<file path="src/rtl/mbssoc_int_dispatcher_if.sv">
// Signal bundle between the device/core side and the MBSsoc interrupt dispatcher.
// master: device request lines and core handshakes (the environment side).
// slave : the dispatcher itself.
interface mbssoc_int_dispatcher_if #(
   parameter int NUM_SRC = 5,
   parameter int ID_W    = 3
);
   logic [NUM_SRC-1:0] src_req;
   logic [1:0]         core_en;
   logic [1:0]         core_ack;
   logic [1:0]         core_eoi;
   logic [1:0]         int_out;
   logic [ID_W-1:0]    int_id0;
   logic [ID_W-1:0]    int_id1;
   logic [NUM_SRC-1:0] src_ack;
   logic               drop;
   logic [1:0]         timeout;

   modport master (
      output src_req, core_en, core_ack, core_eoi,
      input  int_out, int_id0, int_id1, src_ack, drop, timeout
   );

   modport slave (
      input  src_req, core_en, core_ack, core_eoi,
      output int_out, int_id0, int_id1, src_ack, drop, timeout
   );
endinterface

</file>
<file path="src/rtl/mbssoc_int_dispatcher.sv">
// Interrupt dispatcher for the dual-core MBSsoc.
// Device request edges are captured as pending interrupts, the lowest-index
// eligible source is offered to an idle enabled core (round-robin when both
// are free), and each core walks IDLE -> OFFER -> SERVICE -> IDLE through its
// ack/eoi handshake.
// Optional feature: define DISPATCH_TIMEOUT_EN to withdraw an offer that has
// not been acked within ACK_TIMEOUT cycles (timeout output pulses); without it
// an offer waits indefinitely and timeout is tied low.
module mbssoc_int_dispatcher #(
   parameter int NUM_SRC     = 5,
   parameter int ID_W        = 3,
   parameter int ACK_TIMEOUT = 16
) (
   input logic                    clk,
   input logic                    rst,
   mbssoc_int_dispatcher_if.slave bus
);

   localparam logic [1:0] ST_IDLE    = 2'd0;
   localparam logic [1:0] ST_OFFER   = 2'd1;
   localparam logic [1:0] ST_SERVICE = 2'd2;

   logic [NUM_SRC-1:0]      src_prev_q, src_prev_d;
   logic [NUM_SRC-1:0]      pending_q, pending_d;
   logic [NUM_SRC-1:0]      inflight_q, inflight_d;
   logic [NUM_SRC-1:0]      src_ack_q, src_ack_d;
   logic                    drop_q, drop_d;
   logic                    rr_ptr_q, rr_ptr_d;
   logic [1:0][1:0]         state_q, state_d;
   logic [1:0][ID_W-1:0]    id_q, id_d;

   logic [NUM_SRC-1:0]      src_edge;
   logic [NUM_SRC-1:0]      eligible;
   logic [NUM_SRC-1:0]      win_oh;
   logic [ID_W-1:0]         win_id;
   logic                    win_valid;
   logic [1:0][NUM_SRC-1:0] id_oh;
   logic [1:0]              free;
   logic                    tgt;
   logic [NUM_SRC-1:0]      disp_oh;
   logic [1:0]              expire;

   // Pick the winner: lowest-index source that is pending and not already in flight
   always_comb begin
      eligible  = pending_q & ~inflight_q;
      win_valid = 1'b0;
      win_id    = '0;
      win_oh    = '0;
      for (int s = NUM_SRC - 1; s >= 0; s--) begin
         if (eligible[s]) begin
            win_valid = 1'b1;
            win_id    = ID_W'(s);
            win_oh    = '0;
            win_oh[s] = 1'b1;
         end
      end
   end

   // Decode each core's held source id into a one-hot source mask
   always_comb begin
      id_oh = '0;
      for (int c = 0; c < 2; c++) begin
         for (int s = 0; s < NUM_SRC; s++) begin
            if (id_q[c] == ID_W'(s)) begin
               id_oh[c][s] = 1'b1;
            end
         end
      end
   end

`ifdef DISPATCH_TIMEOUT_EN
   localparam int CNT_W = $clog2(ACK_TIMEOUT) + 1;

   logic [1:0][CNT_W-1:0] cnt_q, cnt_d;
   logic [1:0]            timeout_q, timeout_d;

   // Count offer cycles per core; counter sits at zero outside OFFER so it starts clean
   always_comb begin
      expire    = '0;
      cnt_d     = '0;
      timeout_d = '0;
      for (int c = 0; c < 2; c++) begin
         if (state_q[c] == ST_OFFER) begin
            expire[c] = (cnt_q[c] == CNT_W'(ACK_TIMEOUT - 1)) & ~bus.core_ack[c];
            cnt_d[c]  = cnt_q[c] + CNT_W'(1);
         end
         timeout_d[c] = expire[c];
      end
   end

   // Timeout counters and the one-cycle withdrawal pulse
   always_ff @(posedge clk) begin
      if (rst) begin
         cnt_q     <= '0;
         timeout_q <= '0;
      end else begin
         cnt_q     <= cnt_d;
         timeout_q <= timeout_d;
      end
   end

   assign bus.timeout = timeout_q;
`else
   assign expire      = '0;
   assign bus.timeout = '0;
`endif

   // Next-state: core handshakes, then dispatch, then edge capture (a fresh edge always re-pends)
   always_comb begin
      src_edge   = bus.src_req & ~src_prev_q;
      src_prev_d = bus.src_req;
      pending_d  = pending_q;
      inflight_d = inflight_q;
      rr_ptr_d   = rr_ptr_q;
      state_d    = state_q;
      id_d       = id_q;
      src_ack_d  = '0;
      drop_d     = 1'b0;
      free       = '0;
      tgt        = 1'b0;
      disp_oh    = '0;

      for (int c = 0; c < 2; c++) begin
         case (state_q[c])
            ST_OFFER: begin
               if (bus.core_ack[c]) begin
                  state_d[c] = ST_SERVICE;
                  src_ack_d  = src_ack_d | id_oh[c];
               end else if (!bus.core_en[c] || expire[c]) begin
                  state_d[c] = ST_IDLE;
                  inflight_d = inflight_d & ~id_oh[c];
                  pending_d  = pending_d | id_oh[c];
               end
            end
            ST_SERVICE: begin
               if (bus.core_eoi[c]) begin
                  state_d[c] = ST_IDLE;
                  inflight_d = inflight_d & ~id_oh[c];
               end
            end
            ST_IDLE: begin
               free[c] = bus.core_en[c];
            end
            default: begin
               state_d[c] = ST_IDLE;
            end
         endcase
      end

      if (win_valid && (free != 2'b00)) begin
         if (free == 2'b11) begin
            tgt      = rr_ptr_q;
            rr_ptr_d = ~rr_ptr_q;
         end else begin
            tgt      = free[1];
            rr_ptr_d = ~free[1];
         end
         state_d[tgt] = ST_OFFER;
         id_d[tgt]    = win_id;
         pending_d    = pending_d & ~win_oh;
         inflight_d   = inflight_d | win_oh;
         disp_oh      = win_oh;
      end

      for (int s = 0; s < NUM_SRC; s++) begin
         if (src_edge[s]) begin
            if (pending_q[s] && !disp_oh[s]) begin
               drop_d = 1'b1;
            end
            pending_d[s] = 1'b1;
         end
      end
   end

   // Register all dispatcher state; reset forgets everything including in-service interrupts
   always_ff @(posedge clk) begin
      if (rst) begin
         src_prev_q <= '0;
         pending_q  <= '0;
         inflight_q <= '0;
         src_ack_q  <= '0;
         drop_q     <= 1'b0;
         rr_ptr_q   <= 1'b0;
         state_q    <= {ST_IDLE, ST_IDLE};
         id_q       <= '0;
      end else begin
         src_prev_q <= src_prev_d;
         pending_q  <= pending_d;
         inflight_q <= inflight_d;
         src_ack_q  <= src_ack_d;
         drop_q     <= drop_d;
         rr_ptr_q   <= rr_ptr_d;
         state_q    <= state_d;
         id_q       <= id_d;
      end
   end

   assign bus.int_out = {state_q[1] == ST_OFFER, state_q[0] == ST_OFFER};
   assign bus.int_id0 = id_q[0];
   assign bus.int_id1 = id_q[1];
   assign bus.src_ack = src_ack_q;
   assign bus.drop    = drop_q;

endmodule

</file>
<file path="src/flat_wrapper.sv">
// flat-port wrapper written by rule: the top's interface ports become plain ports
module mbssoc_int_dispatcher_flat 
#(
   parameter int NUM_SRC     = 5,
   parameter int ID_W        = 3,
   parameter int ACK_TIMEOUT = 16
)
  (clk, rst, bus_src_req, bus_core_en, bus_core_ack, bus_core_eoi, bus_int_out, bus_int_id0, bus_int_id1, bus_src_ack, bus_drop, bus_timeout);
  mbssoc_int_dispatcher_if #(.NUM_SRC(NUM_SRC), .ID_W(ID_W)) bus_i ();
  input logic clk;
  input logic rst;
  input wire logic [$bits(bus_i.src_req)-1:0] bus_src_req;
  input wire logic [$bits(bus_i.core_en)-1:0] bus_core_en;
  input wire logic [$bits(bus_i.core_ack)-1:0] bus_core_ack;
  input wire logic [$bits(bus_i.core_eoi)-1:0] bus_core_eoi;
  output wire logic [$bits(bus_i.int_out)-1:0] bus_int_out;
  output wire logic [$bits(bus_i.int_id0)-1:0] bus_int_id0;
  output wire logic [$bits(bus_i.int_id1)-1:0] bus_int_id1;
  output wire logic [$bits(bus_i.src_ack)-1:0] bus_src_ack;
  output wire logic [$bits(bus_i.drop)-1:0] bus_drop;
  output wire logic [$bits(bus_i.timeout)-1:0] bus_timeout;
  assign bus_i.src_req = bus_src_req;
  assign bus_i.core_en = bus_core_en;
  assign bus_i.core_ack = bus_core_ack;
  assign bus_i.core_eoi = bus_core_eoi;
  assign bus_int_out = bus_i.int_out;
  assign bus_int_id0 = bus_i.int_id0;
  assign bus_int_id1 = bus_i.int_id1;
  assign bus_src_ack = bus_i.src_ack;
  assign bus_drop = bus_i.drop;
  assign bus_timeout = bus_i.timeout;
  mbssoc_int_dispatcher #(.NUM_SRC(NUM_SRC), .ID_W(ID_W), .ACK_TIMEOUT(ACK_TIMEOUT)) u_core (.clk(clk), .rst(rst), .bus(bus_i));
endmodule
</file>
<file path="config.mk">
export PLATFORM = sky130hd
export DESIGN_NAME = mbssoc_int_dispatcher_flat
export DESIGN_NICKNAME = d
export VERILOG_FILES = /design/src/rtl/mbssoc_int_dispatcher_if.sv /design/src/rtl/mbssoc_int_dispatcher.sv /design/src/flat_wrapper.sv
export SDC_FILE = /design/constraint.sdc
export NUM_CORES = 1
export LEC_CHECK = 0
export ABC_AREA = 1
export BUFFER_PORTS_ARGS = -buffer_cell sky130_fd_sc_hd__buf_2
export CORE_ASPECT_RATIO = 1.4
export CORE_MARGIN = 1
export CORE_UTILIZATION = 55
export DETAILED_ROUTE_END_ITERATION = 12
export PLACE_DENSITY = 0.75
export SETUP_SLACK_MARGIN = 0.3
export SLEW_MARGIN = 25
export SYNTH_ARGS = -nofsm -noshare
export SYNTH_HDL_FRONTEND = slang
export SYNTH_SLANG_ARGS = --single-unit
</file>
<file path="constraint.sdc">
create_clock -name clk -period 1.8 [get_ports clk]
set_input_delay 0.18 -clock clk [delete_from_list [all_inputs] [get_ports clk]]
set_output_delay 0.18 -clock clk [all_outputs]
set_load 0.01 [all_outputs]
</file>
# == Yosys cells after proc, flatten, opt, wreduce, memory -nomap -nowiden ==
# Index checks and enable logic that the tools add are counted.
# word_totals
ff_bits,32
elab_cells,141
# op_classes
n_lt_le_gt_ge,2
eq_ne,13
muxes,80
bitwise,19
reduce_logical,17
# ops
op,count
two-way mux 5 bit,24
two-way mux 1 bit,35
AND 5 bit,5
inverter 5 bit,5
OR 5 bit,4
case mux 5 bit (2 select lines),2
two-way mux 3 bit,6
two-way mux 2 bit,7
== test 3 x 2 -> 1 bit (second input constant),4
case mux 2 bit (3 select lines),2
logical AND 1 bit,7
bitwise mux 6 bit,1
== test 2 bit (second input constant),3
== test 3 x 1 -> 1 bit (second input constant),2
== test 3 bit (second input constant),2
zero test 3 bit,2
zero test 1 bit,5
== test 2 x 1 -> 1 bit (second input constant),2
zero test 2 bit,2
two-way mux 4 bit,1
demux 3 bit (select 1 bit),1
AND 2 bit,1
demux 2 bit (select 1 bit),1
less-than comparator 1 x 2 -> 1 bit (second input constant),1
5 further kinds,6

# == Depth between registers and ports, before layout ==
# Gate-level depths: netlist (run 1).
# logic_depth
depth_word,21
mapped_depth,11

# == Least setup slack after synthesis (run 1) ==
# Ideal clock, no wire load.
# synth_timing
path_kind,flip-flop to flip-flop
from,register u_core.state_q[1] in the netlist's numbering
to,register u_core.inflight_q[0]
setup_ps,132
t_arrival_ps,1226
t_required_ps,1668
slack_ps,441
stages_incl_launch_ff,8
n_path_buf,0
synth_period_minus_slack_ps,1359
cell_sequence,dfxtp_1 > inv_1 > ha_1 > or2_2 > nand2_1 > nand2_1 > nand3_1 > a21oi_1
# synth_via
elab_chain_len,8
elab_cells_between_ends,14
# synth_rtl
element,line_no,source
"start, declared",mbssoc_int_dispatcher.sv:29,"logic [1:0][1:0] state_q, state_d;"
"start signal, assigned",mbssoc_int_dispatcher.sv:184,"state_q <= {ST_IDLE, ST_IDLE};"
"start signal, assigned",mbssoc_int_dispatcher.sv:193,state_q <= state_d;
== test 2 x 1 -> 1 bit (*),n/a,
via bus_int_out[0],flat_wrapper.sv:16,output wire logic [$bits(bus_i.int_out)-1:0] bus_int_out;
case mux 5 bit (2 select lines) (*),mbssoc_int_dispatcher.sv:124,case (state_q[c])
AND 5 bit,"mbssoc_int_dispatcher.sv:131, mbssoc_int_dispatcher.sv:138",
two-way mux 5 bit,mbssoc_int_dispatcher.sv:129,end else if (!bus.core_en[c] || expire[c]) begin
two-way mux 5 bit,mbssoc_int_dispatcher.sv:126,if (bus.core_ack[c]) begin
case mux 5 bit (2 select lines) (*),mbssoc_int_dispatcher.sv:124,
OR 5 bit,mbssoc_int_dispatcher.sv:161,inflight_d = inflight_d | win_oh;
two-way mux 5 bit (*),mbssoc_int_dispatcher.sv:150,if (win_valid && (free != 2'b00)) begin
"end signal, assigned",mbssoc_int_dispatcher.sv:189,inflight_q <= inflight_d;
"end, declared",mbssoc_int_dispatcher.sv:25,"logic [NUM_SRC-1:0] inflight_q, inflight_d;"
# The timed path passes the listed nets; every way through them passes the cells marked *.
# A chain may end at the register's enable or synchronous reset.

# == Final worst setup path (run 1) ==
# layout_timing
from,register u_core.state_q[3] in the netlist's numbering
to,register u_core.drop_q (netlist: u_core.bus.drop)
# layout_via
elab_chain_len,17
elab_cells_between_ends,25
# layout_rtl
element,line_no,source
zero test 2 bit (*),mbssoc_int_dispatcher.sv:124,
two-way mux 1 bit (*),mbssoc_int_dispatcher.sv:124,
nonzero test 2 bit (*),mbssoc_int_dispatcher.sv:150,
logical AND 1 bit (*),mbssoc_int_dispatcher.sv:150,
two-way mux 5 bit (*),mbssoc_int_dispatcher.sv:150,
zero test 1 bit,mbssoc_int_dispatcher.sv:167,if (pending_q[s] && !disp_oh[s]) begin
logical AND 1 bit,mbssoc_int_dispatcher.sv:167,
two-way mux 1 bit,mbssoc_int_dispatcher.sv:167,
two-way mux 1 bit,mbssoc_int_dispatcher.sv:166,if (src_edge[s]) begin
two-way mux 1 bit,mbssoc_int_dispatcher.sv:167,
two-way mux 1 bit,mbssoc_int_dispatcher.sv:166,
two-way mux 1 bit,mbssoc_int_dispatcher.sv:167,
two-way mux 1 bit,mbssoc_int_dispatcher.sv:166,
two-way mux 1 bit,mbssoc_int_dispatcher.sv:167,
two-way mux 1 bit,mbssoc_int_dispatcher.sv:166,
two-way mux 1 bit,mbssoc_int_dispatcher.sv:167,
two-way mux 1 bit (*),mbssoc_int_dispatcher.sv:166,
"end signal, assigned",mbssoc_int_dispatcher.sv:191,drop_q <= drop_d;
"end, declared",mbssoc_int_dispatcher.sv:27,"logic drop_q, drop_d;"
# Every way passes the cells marked *; elsewhere a longest branch is shown, timed or not.

==> out/qor.csv, run 1 <==
stage,metric,value,unit
run_status,status,finished clean,
setup_path,crit_path_max_fanout,7,
cells_and_area,register_area,648,um2
setup_path,arrival,1.58,ns
clock_network,root_buffer,clkbuf_8,
die,fp.coreArea,0.00312,mm2
global_route,grt_start_max_net_pins,16,
synth,syn-mean-instance-area,7.02,um2
synth,synth_edf_count,0,
clock_network,clock_latency,0.29,ns
detailed_routing,drtAntennaViolNets,0,
synth,synth_area_leaders,"dfxtp_1, inv_1, nand2_1",
synth,yosys.area.top_type,dfxtp_1,
sta,fin_skew,0.00553,ns
synth,synthCells,256,
setup_path,r2r_slack,0.39,ns
run,max_cap_violations,0,
setup_path,rr_worst_depth,10,
clock_network,cts_tree,yes,
power,p_seq_share,40.1,%
sta,max_freq,710,MHz
sta,hold_violations,0,
synth,synth_warnings,0,
power,peakVddDrop,656,uV
placement,place_hpwl,3280,um
cells_and_area,area_growth,18.2,%
setup_path,crit_chain,"inv_2, ha_2, nand2_2, nand2_4, buf_4, nand3_2, nand2_1, nand2_1, nor2_1, nor2_1",
placement,place_ws,0.282,ns
detailed_routing,firstDrtPassIters,4,
global_route,antenna_found_initial,0,
power,p_sw_share,35.5,%
sta,fin_ws,0.392,ns
placement,portBuffers,26,
synth,synth.distinct_cells,28,
die,fp.dieW,50.3,um
synth,syn_area,0.00180,mm2
hold_path,hold_depth,3,
sta,setup_viol,0,
die,num_rows,24,
hold_path,hold_end,u_core.src_prev_q[3]$_SDFF_PP0_,
cells_and_area,fill_cells,293,
cells_and_area,multi_input_area,0.00102,mm2
hold_path,min_from,bus_src_req[3],
synth,synth_top_area_share,35.6,%
cells_and_area,n_antenna_cell,0,
cells_and_area,layout-drive-gt1-share,23.9,%
clock_network,cts-buffers-inserted,5,
cells_and_area,fin_util,68.0,%
setup_path,endpoint_kind,register,
setup_path,worstReg2RegStart,u_core.state_q[3]$_SDFF_PP0_,
sta,min_period,1.41,ns
setup_path,critPathMaxStageDelay,0.34,ns
sta,final_max_slew_viol_count,0,
sta,holdWs,0.106,ns
die,io_pins,29,
setup_path,path_class,register to register,
clock_network,cts_sinks,32,
detailed_routing,drtIter0Drc,85,
power,switching_power,747,uW
global_route,grt_pass1_vias,1578,
power,pwr_density_cell,990,mW/mm2
clock_network,cts_buffer_depth,2,
synth,ys.flop_type,dfxtp_1,
sta,tns,0,ns
power,clkPwrFrac,26.9,%
cells_and_area,final_nets,309,
die,start_util,57.6,%
clock_network,cts_hold_buf,0,
clock_network,h-tree-depth,2,
detailed_routing,via_per_inst,5.44,
detailed_routing,dr_total_vias,1783,
sta,rsz0062_at_grt,false,
die,die_y,69.7,um
global_route,gr-total-overflow,0,
detailed_routing,routed_wirelength,4300,um
cells_and_area,final_area,0.00212,mm2
clock_network,clkTransAtPathRegs,0.06,ns
hold_path,min_path_type,input pin to register,
detailed_routing,drc,0,
global_route,grt_pass1_wl,6930,um
sta,min_period_over_period,78.2,%
detailed_routing,route.detailed.wl_per_inst,13.1,um
global_route,track_usage,26.4,%
power,p_leak,0.000963,uW
placement,gp_congestion,0.940,
synth,yosysSeqAreaShare,35.6,%
setup_path,crit_required,1.97,ns
setup_path,startpoint_type,register,
setup_path,crit_slowest_cell,dfxtp_2,
synth,async_flop_share,0,%
die,dieArea,0.00350,mm2
power,intPower,1360,uW
synth,synth-seq-cells,32,
power,pwr-share-comb,33.0,%
placement,dpl_cell_area,0.00196,mm2
setup_path,r2r_end,u_core.bus.drop$_SDFF_PP0_,
-- metal layers --
metal | share of wire [%] | GRT usage, %
met3 | 4.4 | 5.48
met1 | 41 | 30.2
met2 | 50 | 42.8
met5 | 0 | 0
met4 | 4.0 | 18.2
-- cells in the final DEF, fill, tap and decap left out, types with 2 or more instances in the layout --
master,netlist,routed
nand4_1,3,3
nor3_1,6,5
and2_1,3,3
o21ai_0,13,13
o21ai_1,7,7
nand2_1,36,34
nor2_1,24,24
nand2_4,4,4
ha_1,8,3
nand3_1,25,24
conb_1,1,2
o21bai_1,3,3
nand3_2,1,2
dfxtp_2,0,3
nand2_2,6,8
a21oi_1,21,21
clkbuf_8,0,6
inv_1,44,41
o22ai_1,6,6
buf_4,2,3
inv_2,0,3
buf_2,1,26
dfxtp_1,32,28
clkbuf_1,2,2
ha_2,0,3
ha_4,0,2
-- what timing repair did --
| action | CTS | global route |
|---|---|---|
| setup endpoints to repair | 5 | 16 |
| gates resized for setup | 4 | 17 |
| pin swaps | 1 | 3 |
| setup buffers | 1 | 1 |
-- critical path, delay by kind of cell, from the launching register on --
kind | cells | cell delay, ns
fa+ha+maj | 1 | 0.19
buf+inv | 2 | 0.21
flops | 1 | 0.34
simple gates | 7 | 0.55
-- Yosys cell counts, types with 2 or more instances --
master / count
o21bai_1: 3
dfxtp_1: 32
and2_1: 3
ha_1: 8
nand4_1: 3
nor3_1: 6
o22ai_1: 6
or2_2: 2
a21oi_1: 21
o21ai_0: 13
nand2_2: 6
inv_1: 44
buf_4: 2
clkbuf_1: 2
nor2_1: 24
nand2_1: 36
nand3_1: 25
nand2_4: 4
o21ai_1: 7
-- worst max path at each step --
| stage | from | to | slack, ns | cells past startpoint |
|---|---|---|---|---|
| 2_1_floorplan | u_core.state_q[1]$_SDFF_PP0_ | u_core.inflight_q[0]$_SDFF_PP0_ | 0.44 | 7 |
| 3_3_place_gp | u_core.state_q[3]$_SDFF_PP0_ | u_core.inflight_q[3]$_SDFF_PP0_ | 0.30 | 7 |
| 3_5_place_dp | u_core.state_q[3]$_SDFF_PP0_ | u_core.inflight_q[3]$_SDFF_PP0_ | 0.28 | 7 |
| 4_1_cts | u_core.state_q[1]$_SDFF_PP0_ | u_core.inflight_q[0]$_SDFF_PP0_ | 0.32 | 7 |
| 5_1_grt | u_core.state_q[1]$_SDFF_PP0_ | u_core.inflight_q[0]$_SDFF_PP0_ | 0.30 | 7 |
| 6_report | u_core.state_q[3]$_SDFF_PP0_ | u_core.bus.drop$_SDFF_PP0_ | 0.39 | 10 |
-- kinds of logic after synthesis --
group	Yosys count	share of synthesized area, %
AO/OA/AOI/OAI	52	16.2
adder cells (fa/ha/maj)	8	5.57
buffers and inverters	49	10.7
flip-flops	32	35.6
other	1	0.209
AND/OR/NAND/NOR	114	31.7
-- cell type report --
type	count	area share, %
clock buffer	8	4.24
inverter	44	7.77
tap	39	2.30
multi-input combinational	176	48.0
sequential	32	30.5
timing repair buffer	29	7.18
-- registers in the layout, indices dropped and copies added (netlist names), 3 cells and up --
name                flops
u_core.src_prev_q       5
u_core.bus.int_id0      3
u_core.bus.int_id1      3
u_core.pending_q        5
u_core.bus.src_ack      5
u_core.state_q          4
u_core.inflight_q       5
-- per-stage QoR --
step / power, uW / std cells
after floorplan: 1320 / 257
after global placement: 1480 / 318
after detailed placement: 1490 / 318
after CTS: 2080 / 327
after global routing: 2230 / 328
final: 2100 / 328
-- power by group through the flow --
| stage | Combinational (uW) | Sequential (uW) | Clock (uW) |
|---|---|---|---|
| final | 695 | 844 | 565 |
| after global routing | 762 | 852 | 613 |
| after CTS | 658 | 835 | 587 |
| after detailed placement | 641 | 850 | 0 |
| after global placement | 634 | 848 | 0 |
| after floorplan | 464 | 855 | 0 |
Note: power is estimated with default switching activity, not from simulation.
==> run 2, diff against run 1 <==
Clock period 1.8 ns to 1.38 ns, I/O delays scaled along.
==> run 2 against run 1 <==
  * First-iteration DRC count fell by 33%
  * Total power increased by 41%
  * Largest power group is now combinational cells
  * Die area did not move
  * Final area rose by 13%
  * Routed wire length grew 11%
  * Sequential power rose by 32%
==> out/qor.csv, run 2 (synthesized netlist as in run 1, its figures left out) <==
stage,metric,value,unit
run_status,status,finished clean,
power,p_seq_share,37.2,%
hold_path,min_path_type,input pin to register,
clock_network,root_buffer,clkbuf_8,
detailed_routing,routed_wirelength,4770,um
placement,gp_congestion,0.863,
sta,rsz0062_at_grt,true,
power,finalPower,2970,uW
cells_and_area,n_antenna_cell,0,
die,io_pins,29,
sta,max_freq,741,MHz
clock_network,cts_hold_buf,0,
detailed_routing,dr_wl_met3,167,um
die,dieArea,0.00350,mm2
global_route,antenna_found_initial,0,
cells_and_area,final_nets,318,
power,pwr-share-comb,39.7,%
setup_path,arrival,1.51,ns
sta,setup_viol,0,
die,die_y,69.7,um
clock_network,cts_tree,yes,
detailed_routing,wl_met2,2540,um
die,num_rows,24,
placement,place_hpwl,3370,um
power,pwr_density_cell,1230,mW/mm2
setup_path,critPathMaxStageDelay,0.32,ns
clock_network,cts_sinks,32,
cells_and_area,final_cell_mix,"inv_1, nand2_1, dfxtp_1, buf_2, nor2_1",
global_route,gr-total-overflow,0,
die,fp.coreArea,0.00312,mm2
detailed_routing,route.detailed.wl_per_inst,14.1,um
setup_path,startpoint_type,register,
sta,hold_violations,0,
clock_network,clkTransAtPathRegs,0.07,ns
detailed_routing,firstDrtPassIters,4,
setup_path,crit_path_max_fanout,5,
placement,portBuffers,26,
setup_path,crit_chain,"inv_1, nand3_1, o21ai_0, nand3_2, nand3_2, a21oi_1",
detailed_routing,drtAntennaViolNets,0,
detailed_routing,dr_total_vias,1814,
setup_path,cpMostUsedCell,nand3_2,
power,clkPwrFrac,23.0,%
run,max_cap_violations,0,
clock_network,clock_latency,0.28,ns
clock_network,cts-buffers-inserted,5,
setup_path,endpoint_kind,register,
clock_network,cts_buffer_depth,2,
sta,final_max_slew_viol_count,0,
power,p_sw_share,37.4,%
setup_path,path_delay_family,simple AND/OR/NAND/NOR gates,
sta,min_period,1.35,ns
die,fp.dieW,50.3,um
power,peakVddDrop,871,uV
detailed_routing,via_per_inst,5.38,
power,intPower,1860,uW
power,switching_power,1110,uW
power,p_leak,0.00105,uW
detailed_routing,drc,0,
detailed_routing,top_layer_used,met4,
setup_path,crit_slowest_cell,dfxtp_1,
cells_and_area,fin_cells,337,
cells_and_area,layout-drive-gt1-share,36.6,%
detailed_routing,m1WireLength,1840,um
setup_path,path_class,register to register,
setup_path,crit_required,1.54,ns
placement,placed_cells,320,
sta,fin_skew,0.00577,ns
detailed_routing,drtIter0Drc,57,
clock_network,h-tree-depth,2,
global_route,grt_pass1_vias,1710,
die,start_util,57.6,%
setup_path,cp.buffers_inverters,1,
cells_and_area,area_growth,33.9,%
global_route,grt_pass1_wl,7680,um
global_route,grt_start_max_net_pins,22,
sta,min_period_over_period,97.8,%
global_route,track_usage,29.2,%
cells_and_area,final_common_cell,inv_1,
-- run 2: cell types whose count changed in the layout (fill, tap and decap cells not counted), sizes merged --
cell	before	now
clkbuf	8	7
buf	29	38
clkinv	0	1
-- run 2: what timing repair did --
action                                  4_1_cts  5_1_grt
buffers inserted                              5        4
gates resized for setup                      25       16
pin swaps                                    10        5
endpoints found under the setup margin       29       29
-- run 2: worst paths after layout --
path,from,endpoint,slack (ns),cells after the start
worst min register to register,u_core.inflight_q[0]$_SDFF_PP0_,u_core.inflight_q[0]$_SDFF_PP0_,0.48,2
worst max-delay path,u_core.bus.int_id1[2]$_SDFFE_PP0P_,u_core.inflight_q[3]$_SDFF_PP0_,0.03,6
worst min-delay path,bus_src_req[3],u_core.src_prev_q[3]$_SDFF_PP0_,0.07,3
worst max register to register,u_core.bus.int_id1[2]$_SDFFE_PP0P_,u_core.inflight_q[3]$_SDFF_PP0_,0.03,6
-- run 2: per-layer routing --
layer	global-route usage, %	up-vias
met5	0	-
met4	17.0	0
met3	5.70	24
met2	51.1	56
met1	31.5	821
li1	-	913
-- run 2: worst min-delay path, stage by stage --
cell,delay [ns]
buf_2,0.07
inv_1,0.03
nor2_1,0.07
-- run 2: area by class of cell --
cell class	instances	area [um2]
multi-input cells	176	1200
clock inverters	1	5.00
flip-flops and latches	32	653
well taps	39	48.8
inverters	44	175
repair buffers	38	249
clock buffers	7	76.3
fillers	246	716
-- run 2: stage by stage --
stage	hold slack (ns)	TNS, ns	setup WS [ns]	utilization (%)	cell area, um2
after floorplan	0.245	0	0.169	-	1910
after detailed placement	0.355	0	0.0371	66.6	2080
after CTS	0.0637	0	0.0570	74.5	2330
final	0.0665	0	0.0310	77.1	2410
after global placement	0.347	0	0.0658	66.6	2080
after global routing	0.0782	-0.179	-0.0525	77.1	2410
-- run 2: power by group through the flow --
stage	clock (uW)	combinational, uW	sequential [uW]
6_report	684	1180	1110
3_3_place_gp	0	919	1120
3_5_place_dp	0	927	1130
2_1_floorplan	0	677	1130
4_1_cts	699	1090	1100
5_1_grt	738	1270	1120
